--- src/rtl/jt900h_dbg_pkg.sv ---
// Shared definitions for the jt900h register-dump reader and the future dump writer.
// The dump map is 64 GP bytes, 16 index-register bytes, then SR low/high and padding.
package jt900h_dbg_pkg;

    localparam int DUMP_LEN     = 84;
    localparam int DUMP_IDX_OFS = 64;
    localparam int DUMP_SR_OFS  = 80;

    // Encoding is shared with the writer side, so keep the order stable
    typedef enum logic [2:0] {
        ST_IDLE = 3'd0,
        ST_HALT = 3'd1,
        ST_ADDR = 3'd2,
        ST_CAPT = 3'd3,
        ST_SEND = 3'd4,
        ST_FIN  = 3'd5
    } dump_state_e;

endpackage

--- src/rtl/jt900h_dump_rd.sv ---
// Dump reader: freezes jt900h through cpu_cen, walks dmp_addr over the dump map
// and streams every captured byte out on a valid/ready byte port.
module jt900h_dump_rd
    import jt900h_dbg_pkg::*;
#(
    parameter int LEN = DUMP_LEN,
    parameter int AW  = 8
) (
    input  logic          clk,
    input  logic          rst,
    input  logic          cen_in,
    output logic          cpu_cen,
    input  logic          start,
    output logic          busy,
    output logic          done,
    output logic [AW-1:0] dmp_addr,
    input  logic [7:0]    dmp_din,
    output logic [7:0]    tx_data,
    output logic          tx_valid,
    input  logic          tx_ready,
    output logic          tx_last
);

    localparam logic [AW-1:0] LAST_ADDR = AW'(LEN - 1);

    dump_state_e state, state_nx;
    logic        halt;

    assign cpu_cen = cen_in & ~halt;

    // Next-state logic; done is a Moore output of the FIN state
    always_comb begin
        state_nx = state;
        done     = 1'b0;
        case (state)
            ST_IDLE: if (start) state_nx = ST_HALT;
            ST_HALT: state_nx = ST_ADDR;
            ST_ADDR: state_nx = ST_CAPT;
            ST_CAPT: state_nx = ST_SEND;
            ST_SEND: if (tx_ready) state_nx = tx_last ? ST_FIN : ST_ADDR;
            ST_FIN: begin
                done     = 1'b1;
                state_nx = ST_IDLE;
            end
            default: state_nx = ST_IDLE;
        endcase
    end

    always_ff @(posedge clk or negedge rst) begin
        if (!rst) begin
            state <= ST_IDLE;
        end else begin
            state <= state_nx;
        end
    end

    // Datapath: the address only advances on a non-final handshake, so it never wraps
    always_ff @(posedge clk or negedge rst) begin
        if (!rst) begin
            dmp_addr <= '0;
            tx_data  <= 8'd0;
            tx_valid <= 1'b0;
            tx_last  <= 1'b0;
            busy     <= 1'b0;
            halt     <= 1'b0;
        end else begin
            case (state)
                ST_IDLE: begin
                    if (start) begin
                        halt     <= 1'b1;
                        busy     <= 1'b1;
                        dmp_addr <= '0;
                    end
                end
                ST_CAPT: begin
                    tx_data  <= dmp_din;
                    tx_valid <= 1'b1;
                    tx_last  <= (dmp_addr == LAST_ADDR);
                end
                ST_SEND: begin
                    if (tx_ready) begin
                        tx_valid <= 1'b0;
                        tx_last  <= 1'b0;
                        if (!tx_last) dmp_addr <= dmp_addr + 1'b1;
                    end
                end
                ST_FIN: begin
                    halt     <= 1'b0;
                    busy     <= 1'b0;
                    dmp_addr <= '0;
                end
                default: ;
            endcase
        end
    end

endmodule
--- config.mk ---
export PLATFORM = sky130hd
export DESIGN_NAME = jt900h_dump_rd
export DESIGN_NICKNAME = d
export VERILOG_FILES = /design/src/rtl/jt900h_dbg_pkg.sv /design/src/rtl/jt900h_dump_rd.sv
export SDC_FILE = /design/constraint.sdc
export NUM_CORES = 1
export LEC_CHECK = 0
export ABC_AREA = 1
export CORE_MARGIN = 2
export CORE_UTILIZATION = 41
export DETAILED_ROUTE_END_ITERATION = 10
export PLACE_DENSITY = 0.83
export SKIP_CTS_REPAIR_TIMING = 1
export SLEW_MARGIN = 20
export SYNTH_ARGS = -nofsm -noshare
export SYNTH_HDL_FRONTEND = slang
export SYNTH_SLANG_ARGS = --single-unit
--- constraint.sdc ---
create_clock -name clk -period 1.25 [get_ports clk]
set_clock_uncertainty 0.15 [all_clocks]
set_input_delay 0.375 -clock clk [delete_from_list [all_inputs] [get_ports clk]]
set_output_delay 0.375 -clock clk [all_outputs]
set_load 0.01 [all_outputs]
* Yosys cells after proc, flatten, opt, wreduce, memory -nomap -nowiden
Cells that the tools add are included.
** Storage, ports and cells
- Bits of input ports :: 13
- Bits in registers :: 22
- Logic and storage cells :: 40
- Output and inout bits :: 21
** Operators by class
- Reductions and logical operators :: 8
- Add/subtract/negate cells :: 1
- Mux-type cells :: 14
- Bitwise operators :: 2
- Equal/unequal tests :: 9
** Operator list (count)
- $mux 8 :: 3
- $pmux 8 s3 :: 1
- $pmux 3 s5 :: 1
- $mux 3 :: 3
- $add 8x1->8 const B :: 1
- $eq 8x7->1 const B :: 1
- $eq 3x2->1 const B :: 2
- $eq 3x3->1 const B :: 2
- $ne 2x2->1 const B :: 3
- $pmux 1 s2 :: 3
- $reduce_and 2->1 :: 3
- $reduce_and 4->1 :: 1
- $reduce_bool 2->1 :: 2
- $eq 3x1->1 const B :: 1
- $logic_not 3->1 :: 1
- $mux 1 :: 3
- $reduce_bool 3->1 :: 1
- $and 1x1->1 :: 1
- $not 1->1 :: 1

* Logic depth before layout (Yosys ltp)
Gate-level depths: netlist (run 1).
- Word-level depth :: 4
- Depth in mapped cells :: 8
- Gate-level depth less buffers :: 8

* Worst setup path before layout (run 1)
OpenSTA, ideal clock, no wires.
- Path type :: register to register
- Start :: register dmp_addr[0]
- End :: register dmp_addr[2]
- Setup slack :: -84 ps
- Setup time :: 76 ps
- Clock period less this slack :: 1334 ps
- Required time :: 1024 ps
- Buffers on the path :: 0
- Arrival time :: 1108 ps
- Stages on the path, launching flop included :: 7
- Cell sequence :: dfrtp_1 > ha_1 > nand2_1 > inv_1 > nor3_1 > nand2_1 > o21ai_1
** Between the ends
- Word-level cells in the longest chain between the ends :: 4
** RTL lines
- from (decl) :: RTL line jt900h_dump_rd.sv:16 : output logic [AW-1:0] dmp_addr,
- from (signal assigned) :: RTL line jt900h_dump_rd.sv:84 : if (!tx_last) dmp_addr <= dmp_addr + 1'b1;
- $add 8x1->8 :: RTL line jt900h_dump_rd.sv:84
- $mux 8 :: RTL line jt900h_dump_rd.sv:84
- $mux 8 :: RTL line jt900h_dump_rd.sv:81 : if (tx_ready) begin
- $pmux 8 s3 :: RTL line jt900h_dump_rd.sv:67 : case (state)
Every way passes these cells. The select of a mux whose other input is x is not followed.
A chain may end at the register's enable or synchronous reset.

* Final worst setup path (run 1)
- Start :: register state[1]
- End :: output done
** Between the ends
- Word-level cells in the longest chain between the ends :: 2
** RTL lines
- from (decl) :: RTL line jt900h_dump_rd.sv:26 : dump_state_e state, state_nx;
- from (signal assigned) :: RTL line jt900h_dump_rd.sv:53 : state <= state_nx;
- $eq 3x3->1 :: RTL line jt900h_dump_rd.sv:35 : case (state)
- $mux 1 :: RTL line jt900h_dump_rd.sv:35
- to (decl) :: RTL line jt900h_dump_rd.sv:15 : output logic done,
Every way passes these cells.

==> impl_metrics.yaml, run 1 <==
sta:
  fmax_mhz: 626
  fin_ws_ns: -0.348
  finalCritPeriodShare_pct: 128
  worst_pin_slew_ns: 0.220
  whs_ns: 0.214
  relSlewSlack_pct: 85.3
  slew_violations: 0
  finalHoldViolations: 0
  final.setup.tns_ns: -8.06
  period_needed_ns: 1.60
  rsz0062_at_grt: "yes"
  setup_viol: 43
floorplanning:
  die_height_um: 55.5
  die_w_um: 55.5
  design.core.area_sq_mm: 0.00250
  num_rows: 18
  ios: 34
  initial_core_util_pct: 43.5
  dieArea_sq_mm: 0.00308
placed_design:
  place_congestion: 0.930
  dp_cells: 215
  pre_cts_ws_ns: -0.754
  hpwl_mm: 2.07
  port_buffers: 33
  dpl_cell_area_sq_mm: 0.00166
synth:
  post_synth.cell_area_avg_sq_um: 8.36
  yosys.area.top_type: "dfrtp_1"
  synth_seq_area_share_pct: 50.6
  syn_nets: 144
  syn_inst: 130
  synth.distinct_cells: 18
  synth-seq-cells: 22
  yosysWarningCount: 0
  synth.top_cell.area_share_pct: 50.6
  synthTopCellsByArea: "dfrtp_1 51%, nand2_1 12%, mux2_2 8.3%"
  netlist_area_sq_mm: 0.00109
clocking:
  cts_root_buf: "clkbuf_4"
  cts_made_buffers: 3
  cts_tree: "done"
  clk_latency_ns: 0.33
  cts.clk_slew.worst_paths_ns: 0.13
  clock-sinks: 22
  cts_max_path_buffers: 2
  h-tree-depth: 1
cells_and_area:
  instances_no_fill: 224
  final_design_area_no_fill_sq_mm: 0.00170
  drive_gt1_share_pct: 41.2
  syn_to_final_growth_pct: 55.9
  post-route-util_pct: 67.8
  diodes: 0
  fin_nets: 209
setup_path:
  startpoint_type: "flip-flop"
  r2r_end: "dmp_addr[1]$_DFFE_PN0P_"
  critical-path-slowest-cell: "dfrtp_1"
  r2r_slack_ns: -0.34
  reg2reg_depth: 8
  endpoint_kind: "output port"
  crit_required_ns: 0.73
  timing.rr.start: "state[0]$_DFFE_PN0P_"
  cp_cell_sequence: "inv_2 -> nand2_2 -> nor2_1 -> buf_2"
  arrival_ns: 1.07
  critPathKind: "reg2out"
  slowest_delay_ns: 0.41
  cp_max_fo: 2
power:
  vdd_ir_drop_max_mv: 1.28
  finalPower_mw: 3.23
  cellLeakagePower_nw: 0.874
  powerDensity_mw_per_mm2: 1910
drt:
  num_vias: 1127
  drc: 0
  detail_route.wl_per_cell_um: 13.7
  ant_nets: 0
  drt_iter0_drc: 40
  drt_wl_total_mm: 3.07
  routed_via_density: 5.03
  drtPass1Iterations: 4
status:
  status: "complete, but fails checks"
  violations: "setup timing"
grt:
  grt_max_degree: 23
  grt_overflow: 0
  grt_pass1_wl_mm: 4.91
  grt_pass1_vias: 1155
  grt_antenna_before_repair: 0
  grt_use_total_pct: 20.1
run:
  drv_cap: 0
min_path:
  hold_path.class: "in2async"
power by group:
group | switching [mW] | total, mW | internal (mW)
clock network | 0.249 | 0.574 | 0.325
registers | 0.126 | 1.06 | 0.935
logic | 0.849 | 1.60 | 0.748
total | 1.22 | 3.23 | 2.01
final cells by class:
cell class                 count  area (sq um)
fill                         187           805
multi-input combinational     90           522
tap                           30          37.5
clock inverter                 1          30.0
sequential                    22           551
timing repair buffer          62           470
clock buffer                   3          22.5
inverter                      16          62.6
flip-flops by register name, indices dropped and copies added, names as in the netlist:
signal    cells
dmp_addr      8
tx_valid      1
halt          1
tx_data       8
state         3
tx_last       1
critical path, delay by kind of cell, from the launching register on:
family	cells	cell delay, ns
buf+inv	2	0.20
flops	1	0.41
simple gates	2	0.13
synthesized netlist by cell type (all sizes together):
master,count
nor2,15
o31ai,1
dfrtp,22
nand4,1
mux2,8
nand3,17
inv,16
nor3,2
buf,2
ha,1
nand2,36
a31oi,1
a21oi,1
xor2,1
o21ai,6
metal layers:
metal / part of all wire (%) / up-vias / global-route usage, %
met1: 39 / 532 / 23.1
met4: 2.7 / 0 / 9.41
met2: 52 / 40 / 35.2
li1: - / 545 / -
met3: 5.8 / 10 / 4.45
met5: 0 / - / 0
worst max-delay path by stage:
stage / end / start / cells past startpoint
6_report: done / state[1]$_DFFE_PN0P_ / 4
5_1_grt: dmp_addr[1]$_DFFE_PN0P_ / state[0]$_DFFE_PN0P_ / 8
4_1_cts: done / state[1]$_DFFE_PN0P_ / 4
3_5_place_dp: cpu_cen / cen_in / 4
3_3_place_gp: cpu_cen / cen_in / 4
2_1_floorplan: dmp_addr[4]$_DFFE_PN0P_ / dmp_addr[0]$_DFFE_PN0P_ / 7
placed cells by master (no fill, tap or decap), types with 2 or more instances in the layout:
master and count:
nand2_1 32, buf_4 28, dfrtp_1 22, clkbuf_2 16, nor2_1 13, inv_1 12, nand3_1 12, clkdlybuf4s50_1 11
mux2_2 8, nand3_2 4, inv_2 3, nand2_2 3, o21ai_1 3, clkbuf_4 3, buf_2 3, nor3_1 2
o21ai_0 2, buf_6 2
kinds of logic (layout without fill, tap and decap cells):
logic type | count (synthesis) | in the layout | share of synthesized area, %
buffers and inverters | 18 | 82 | 7.25
xor gates and xnor gates | 1 | 1 | 0.806
and+or+nand+nor | 71 | 71 | 27.4
muxes | 8 | 8 | 8.29
AOI/OAI and AO/OA | 9 | 9 | 4.49
DFF | 22 | 22 | 50.6
adders and majority gates | 1 | 1 | 1.15
Power figures use the tool's default switching activity.
==> run 2: changes to the inputs <==
--- a/config.mk
+++ b/config.mk
@@ -5,11 +5,10 @@
 export SDC_FILE = /design/constraint.sdc
 export NUM_CORES = 1
 export LEC_CHECK = 0
-export ABC_AREA = 1
 export CORE_MARGIN = 2
-export CORE_UTILIZATION = 41
+export CORE_UTILIZATION = 40
 export DETAILED_ROUTE_END_ITERATION = 10
-export PLACE_DENSITY = 0.83
+export PLACE_DENSITY = 0.82
 export SKIP_CTS_REPAIR_TIMING = 1
 export SLEW_MARGIN = 20
 export SYNTH_ARGS = -nofsm -noshare
==> impl_metrics.yaml, run 2 <==
status:
  violations: "setup timing"
  status: "complete, but fails checks"
drt:
  drc: 0
  routed_via_density: 5.38
  ant_nets: 0
  num_vias: 1092
  drtPass1Iterations: 4
  detail_route.wl_per_cell_um: 16.0
  drt_iter0_drc: 23
  drt_wl_total_mm: 3.25
placed_design:
  hpwl_mm: 2.05
  port_buffers: 33
  place_congestion: 0.782
floorplanning:
  initial_core_util_pct: 42.0
  die_height_um: 55.0
  num_rows: 18
  design.core.area_sq_mm: 0.00248
  die_w_um: 55.0
  dieArea_sq_mm: 0.00303
  ios: 34
synth:
  synth_edf_count: 0
  yosysWarningCount: 0
  syn_nets: 110
  synth.top_cell.area_share_pct: 52.9
  netlist_area_sq_mm: 0.00104
  synth_seq_area_share_pct: 52.9
  synth_common_cells: "22 x dfrtp_1, 8 x mux2_2, 8 x nand3_1"
  synth-main-ff-cell: "dfrtp_1"
  synth-seq-cells: 22
  synth_most_common_cell: "dfrtp_1"
  post_synth.cell_area_avg_sq_um: 10.8
  synthTopCellsByArea: "dfrtp_1 53%, mux2_2 8.7%, nand3_1 3.8%"
  async_flop_share_pct: 100
  syn_inst: 96
  synth.distinct_cells: 26
  yosys.area.top_type: "dfrtp_1"
power:
  powerDensity_mw_per_mm2: 1880
  cellLeakagePower_nw: 0.940
  vdd_ir_drop_max_mv: 1.58
cells_and_area:
  ff_latch_area_sq_um: 554
  post-route-util_pct: 74.3
  final_common_cell: "buf_4"
  final_cell_mix: "32 x buf_4, 19 x dfrtp_1, 16 x clkbuf_2"
  syn_to_final_growth_pct: 76.9
  reg_top3: "dmp_addr: 8 flops, tx_data: 8 flops, state: 3 flops"
  drive_gt1_share_pct: 57.8
  fin_nets: 188
  diodes: 0
  multi_input_area_sq_um: 573
  nFillCells: 167
setup_path:
  cp_max_fo: 5
  critPathKind: "reg2reg"
  critical-path-slowest-cell: "or4b_4"
  cp_cell_sequence: "or4b_4 -> and2_4 -> a211o_2"
  path_buf_inv: 0
  slowest_delay_ns: 0.55
  endpoint_kind: "flip-flop"
  crit_required_ns: 1.33
  crit_family: "simple AND/OR/NAND/NOR gates"
  arrival_ns: 1.83
  startpoint_type: "flip-flop"
sta:
  slew_violations: 0
  setup_viol: 41
  relSlewSlack_pct: 83.5
  final.setup.tns_ns: -11.62
  fmax_mhz: 571
  period_needed_ns: 1.75
  fin_ws_ns: -0.500
  finalHoldViolations: 0
  worst_pin_slew_ns: 0.246
  finalCritPeriodShare_pct: 140
  rsz0062_at_grt: "yes"
clocking:
  cts_max_path_buffers: 2
  cts_made_buffers: 3
  clk_latency_ns: 0.33
  cts_root_buf: "clkbuf_4"
  h-tree-depth: 1
  cts.clk_slew.worst_paths_ns: 0.14
  clock-sinks: 22
  cts_tree: "done"
grt:
  grt_overflow: 0
  grt_use_total_pct: 20.2
  grt_antenna_before_repair: 0
  grt_pass1_vias: 1016
  grt_pass1_wl_mm: 4.28
  grt_max_degree: 23
run:
  drv_cap: 0
min_path:
  hold_path.class: "in2async"
-- run 2: cell types whose count changed in the layout (fill, tap and decap cells not counted), moves of 4 or more --
cell and delta:
nand3_1 -5, mux2_4 +6, nand2_1 -27, inv_1 -11
buf_4 +4, buf_6 +10, nor2_1 -9, and3_1 +5
mux2_2 -6
-- run 2: cells by family after synthesis --
| family | count (synthesis) | synth area share, % |
|---|---|---|
| AO/OA/AOI/OAI | 18 | 10.9 |
| adder cells (fa/ha/maj) | 1 | 1.20 |
| buffers and inverters | 3 | 1.80 |
| flip-flops | 22 | 52.9 |
| multiplexers | 9 | 9.62 |
| AND/OR/NAND/NOR | 43 | 23.6 |
-- run 2: power breakdown --
group          internal (mW)  switching [mW]  leakage [nW]
Combinational           1.01           0.781         0.641
Sequential             0.935           0.159         0.271
Clock                  0.325           0.247        0.0279
Total                   2.27            1.19         0.940
-- run 2: per-stage QoR --
step                      instance area, sq um  cells  hold WS [ns]  total power [mW]  setup WS [ns]
after floorplan                           1060     96       -0.0706              1.80         -0.482
after global placement                    1630    186         0.313              2.51         -0.836
after detailed placement                  1630    186         0.324              2.58         -0.861
after CTS                                 1690    190         0.234              3.14         -0.858
after global routing                      1840    203         0.226              3.65         -0.540
final                                     1840    203         0.219              3.45         -0.500
-- run 2: path summary, 6_finish.rpt --
path	from	endpoint	slack (ns)	depth (start not counted)
worst max-delay path	state[2]$_DFFE_PN0P_	dmp_addr[6]$_DFFE_PN0P_	-0.50	3
worst min-delay path	rst	dmp_addr[7]$_DFFE_PN0P_	0.22	2
worst max register to register	state[2]$_DFFE_PN0P_	dmp_addr[6]$_DFFE_PN0P_	-0.50	3
worst min register to register	tx_valid$_DFFE_PN0P_	tx_valid$_DFFE_PN0P_	0.36	2
max in group asynchronous	rst	state[1]$_DFFE_PN0P_	0.57	2
min in group clk	start	halt$_DFFE_PN0P_	0.32	4
-- run 2: routing by layer --
layer / vias to the layer above / part of all wire, % / GRT usage [%]
met2: 38 / 55 / 35.9
met1: 545 / 37 / 22.6
met4: 0 / 2.0 / 7.72
li1: 502 / - / -
met5: - / 0 / 0
met3: 7 / 6.1 / 6.18
-- run 2: final cells by class --
class | count | share of cell area [%]
clock buffers | 3 | 1.22
clock inverters | 1 | 1.63
inverters | 1 | 0.204
multi-input cells | 71 | 31.1
flip-flops and latches | 22 | 30.1
well taps | 30 | 2.04
repair buffers | 75 | 33.7
==> run 3: changes to the inputs <==
--- a/config.mk
+++ b/config.mk
@@ -5,10 +5,11 @@
 export SDC_FILE = /design/constraint.sdc
 export NUM_CORES = 1
 export LEC_CHECK = 0
+export CAP_MARGIN = 0
 export CORE_MARGIN = 2
-export CORE_UTILIZATION = 40
+export CORE_UTILIZATION = 30
 export DETAILED_ROUTE_END_ITERATION = 10
-export PLACE_DENSITY = 0.82
+export PLACE_DENSITY = 0.66
 export SKIP_CTS_REPAIR_TIMING = 1
 export SLEW_MARGIN = 20
 export SYNTH_ARGS = -nofsm -noshare
==> constraint.sdc (replaced) <==
create_clock -name clk -period 1.46 [get_ports clk]
set_clock_uncertainty 0.15 [all_clocks]
set_input_delay 0.438 -clock clk [delete_from_list [all_inputs] [get_ports clk]]
set_output_delay 0.438 -clock clk [all_outputs]
set_load 0.01 [all_outputs]
==> impl_metrics.yaml, run 3 (same netlist as run 2, synthesis figures left out) <==
clocking:
  h-tree-depth: 1
  cts_made_buffers: 3
  cts_tree: "done"
  cts_max_path_buffers: 2
  clk_latency_ns: 0.30
  cts.clk_slew.worst_paths_ns: 0.12
  clock-sinks: 22
  cts_root_buf: "clkbuf_4"
floorplanning:
  die_height_um: 62.9
  dieArea_sq_mm: 0.00396
  num_rows: 21
  ios: 34
  die_w_um: 62.9
  initial_core_util_pct: 31.2
  design.core.area_sq_mm: 0.00334
placed_design:
  port_buffers: 33
  dpl_cell_area_sq_mm: 0.00163
  hpwl_mm: 2.06
  place_congestion: 0.827
  dp_cells: 199
  pre_cts_ws_ns: -0.697
setup_path:
  arrival_ns: 1.82
  critPathKind: "reg2reg"
  crit_family: "simple AND/OR/NAND/NOR gates"
  crit_required_ns: 1.52
  endpoint_kind: "flip-flop"
  slowest_delay_ns: 0.48
  startpoint_type: "flip-flop"
  critical-path-slowest-cell: "or4b_4"
  cp_cell_sequence: "buf_4 -> or4b_4 -> and2_4 -> a221o_1"
  path_buf_inv: 1
  cp_max_fo: 5
drt:
  detail_route.wl_per_cell_um: 13.5
  drc: 0
  drtPass1Iterations: 4
  ant_nets: 0
  drt_wl_total_mm: 2.83
  drt_iter0_drc: 23
  routed_via_density: 4.79
  num_vias: 1002
sta:
  fin_ws_ns: -0.305
  finalCritPeriodShare_pct: 121
  setup_viol: 24
  worst_pin_slew_ns: 0.257
  relSlewSlack_pct: 82.7
  final.setup.tns_ns: -3.33
  fmax_mhz: 566
  finalHoldViolations: 0
  rsz0062_at_grt: "yes"
  period_needed_ns: 1.77
  slew_violations: 0
grt:
  grt_use_total_pct: 14.6
  grt_pass1_vias: 1051
  grt_overflow: 0
  grt_max_degree: 23
  grt_antenna_before_repair: 0
  grt_pass1_wl_mm: 4.62
power:
  cellLeakagePower_nw: 0.848
  powerDensity_mw_per_mm2: 1500
  vdd_ir_drop_max_mv: 0.775
cells_and_area:
  post-route-util_pct: 52.0
  fin_nets: 178
  diodes: 0
  nFillCells: 322
  instances_no_fill: 209
  syn_to_final_growth_pct: 66.6
  multi_input_area_sq_um: 547
  final_cell_mix: "25 x buf_4, 22 x dfrtp_1, 16 x clkbuf_2"
  reg_top3: "dmp_addr: 8 flops, tx_data: 8 flops, state: 3 flops"
  ff_latch_area_sq_um: 551
  final_design_area_no_fill_sq_mm: 0.00173
  final_common_cell: "buf_4"
  drive_gt1_share_pct: 51.5
min_path:
  hold_path.class: "in2async"
status:
  violations: "setup timing"
  status: "complete, but fails checks"
run:
  drv_cap: 0
-- run 3: changes by cell type in the layout (fill, tap and decap cells not counted), sizes merged --
cell / delta
buf: -10
clkbuf: +1
bufinv: -1
-- run 3: worst register-to-register path, cell delays in order (launching register included) --
cell     delay [ns]
dfrtp_1        0.40
buf_4          0.14
or4b_4         0.48
and2_4         0.20
a221o_1        0.30
-- run 3: power breakdown --
part	internal (mW)	leakage (nW)	switching [mW]	total, mW
combinational	0.750	0.551	0.597	1.35
sequential	0.797	0.276	0.114	0.912
clock	0.152	0.0210	0.183	0.336
-- run 3: area by class of cell --
type / instances / area share, %
timing repair buffer: 65 / 31.1
clock buffer: 4 / 2.09
multi-input combinational: 71 / 31.5
sequential: 22 / 31.7
tap: 46 / 3.32
inverter: 1 / 0.216
-- run 3: final timing paths --
path | from | endpoint | slack, ns | cells past startpoint
max reg2reg | state[2]$_DFFE_PN0P_ | dmp_addr[2]$_DFFE_PN0P_ | -0.31 | 4
min reg2reg | tx_valid$_DFFE_PN0P_ | tx_valid$_DFFE_PN0P_ | 0.37 | 2
max | state[2]$_DFFE_PN0P_ | dmp_addr[2]$_DFFE_PN0P_ | -0.31 | 4
max in group asynchronous | rst | tx_last$_DFFE_PN0P_ | 0.70 | 2
min in group clk | tx_valid$_DFFE_PN0P_ | tx_valid$_DFFE_PN0P_ | 0.37 | 2
min | rst | dmp_addr[6]$_DFFE_PN0P_ | 0.31 | 2
-- run 3: metrics by stage --
step | hold slack [ns] | power (mW)
2_1_floorplan | -0.00759 | 1.50
3_3_place_gp | 0.315 | 2.14
3_5_place_dp | 0.319 | 2.19
4_1_cts | 0.318 | 2.54
5_1_grt | 0.312 | 2.79
6_report | 0.315 | 2.59
-- run 3: routing by layer --
layer	part of all wire, %	vias to the layer above	GRT usage (%)
met2	50	29	24.5
met1	43	489	17.8
met5	0	-	0
met4	0	0	4.72
met3	6.7	0	4.32
li1	-	484	-
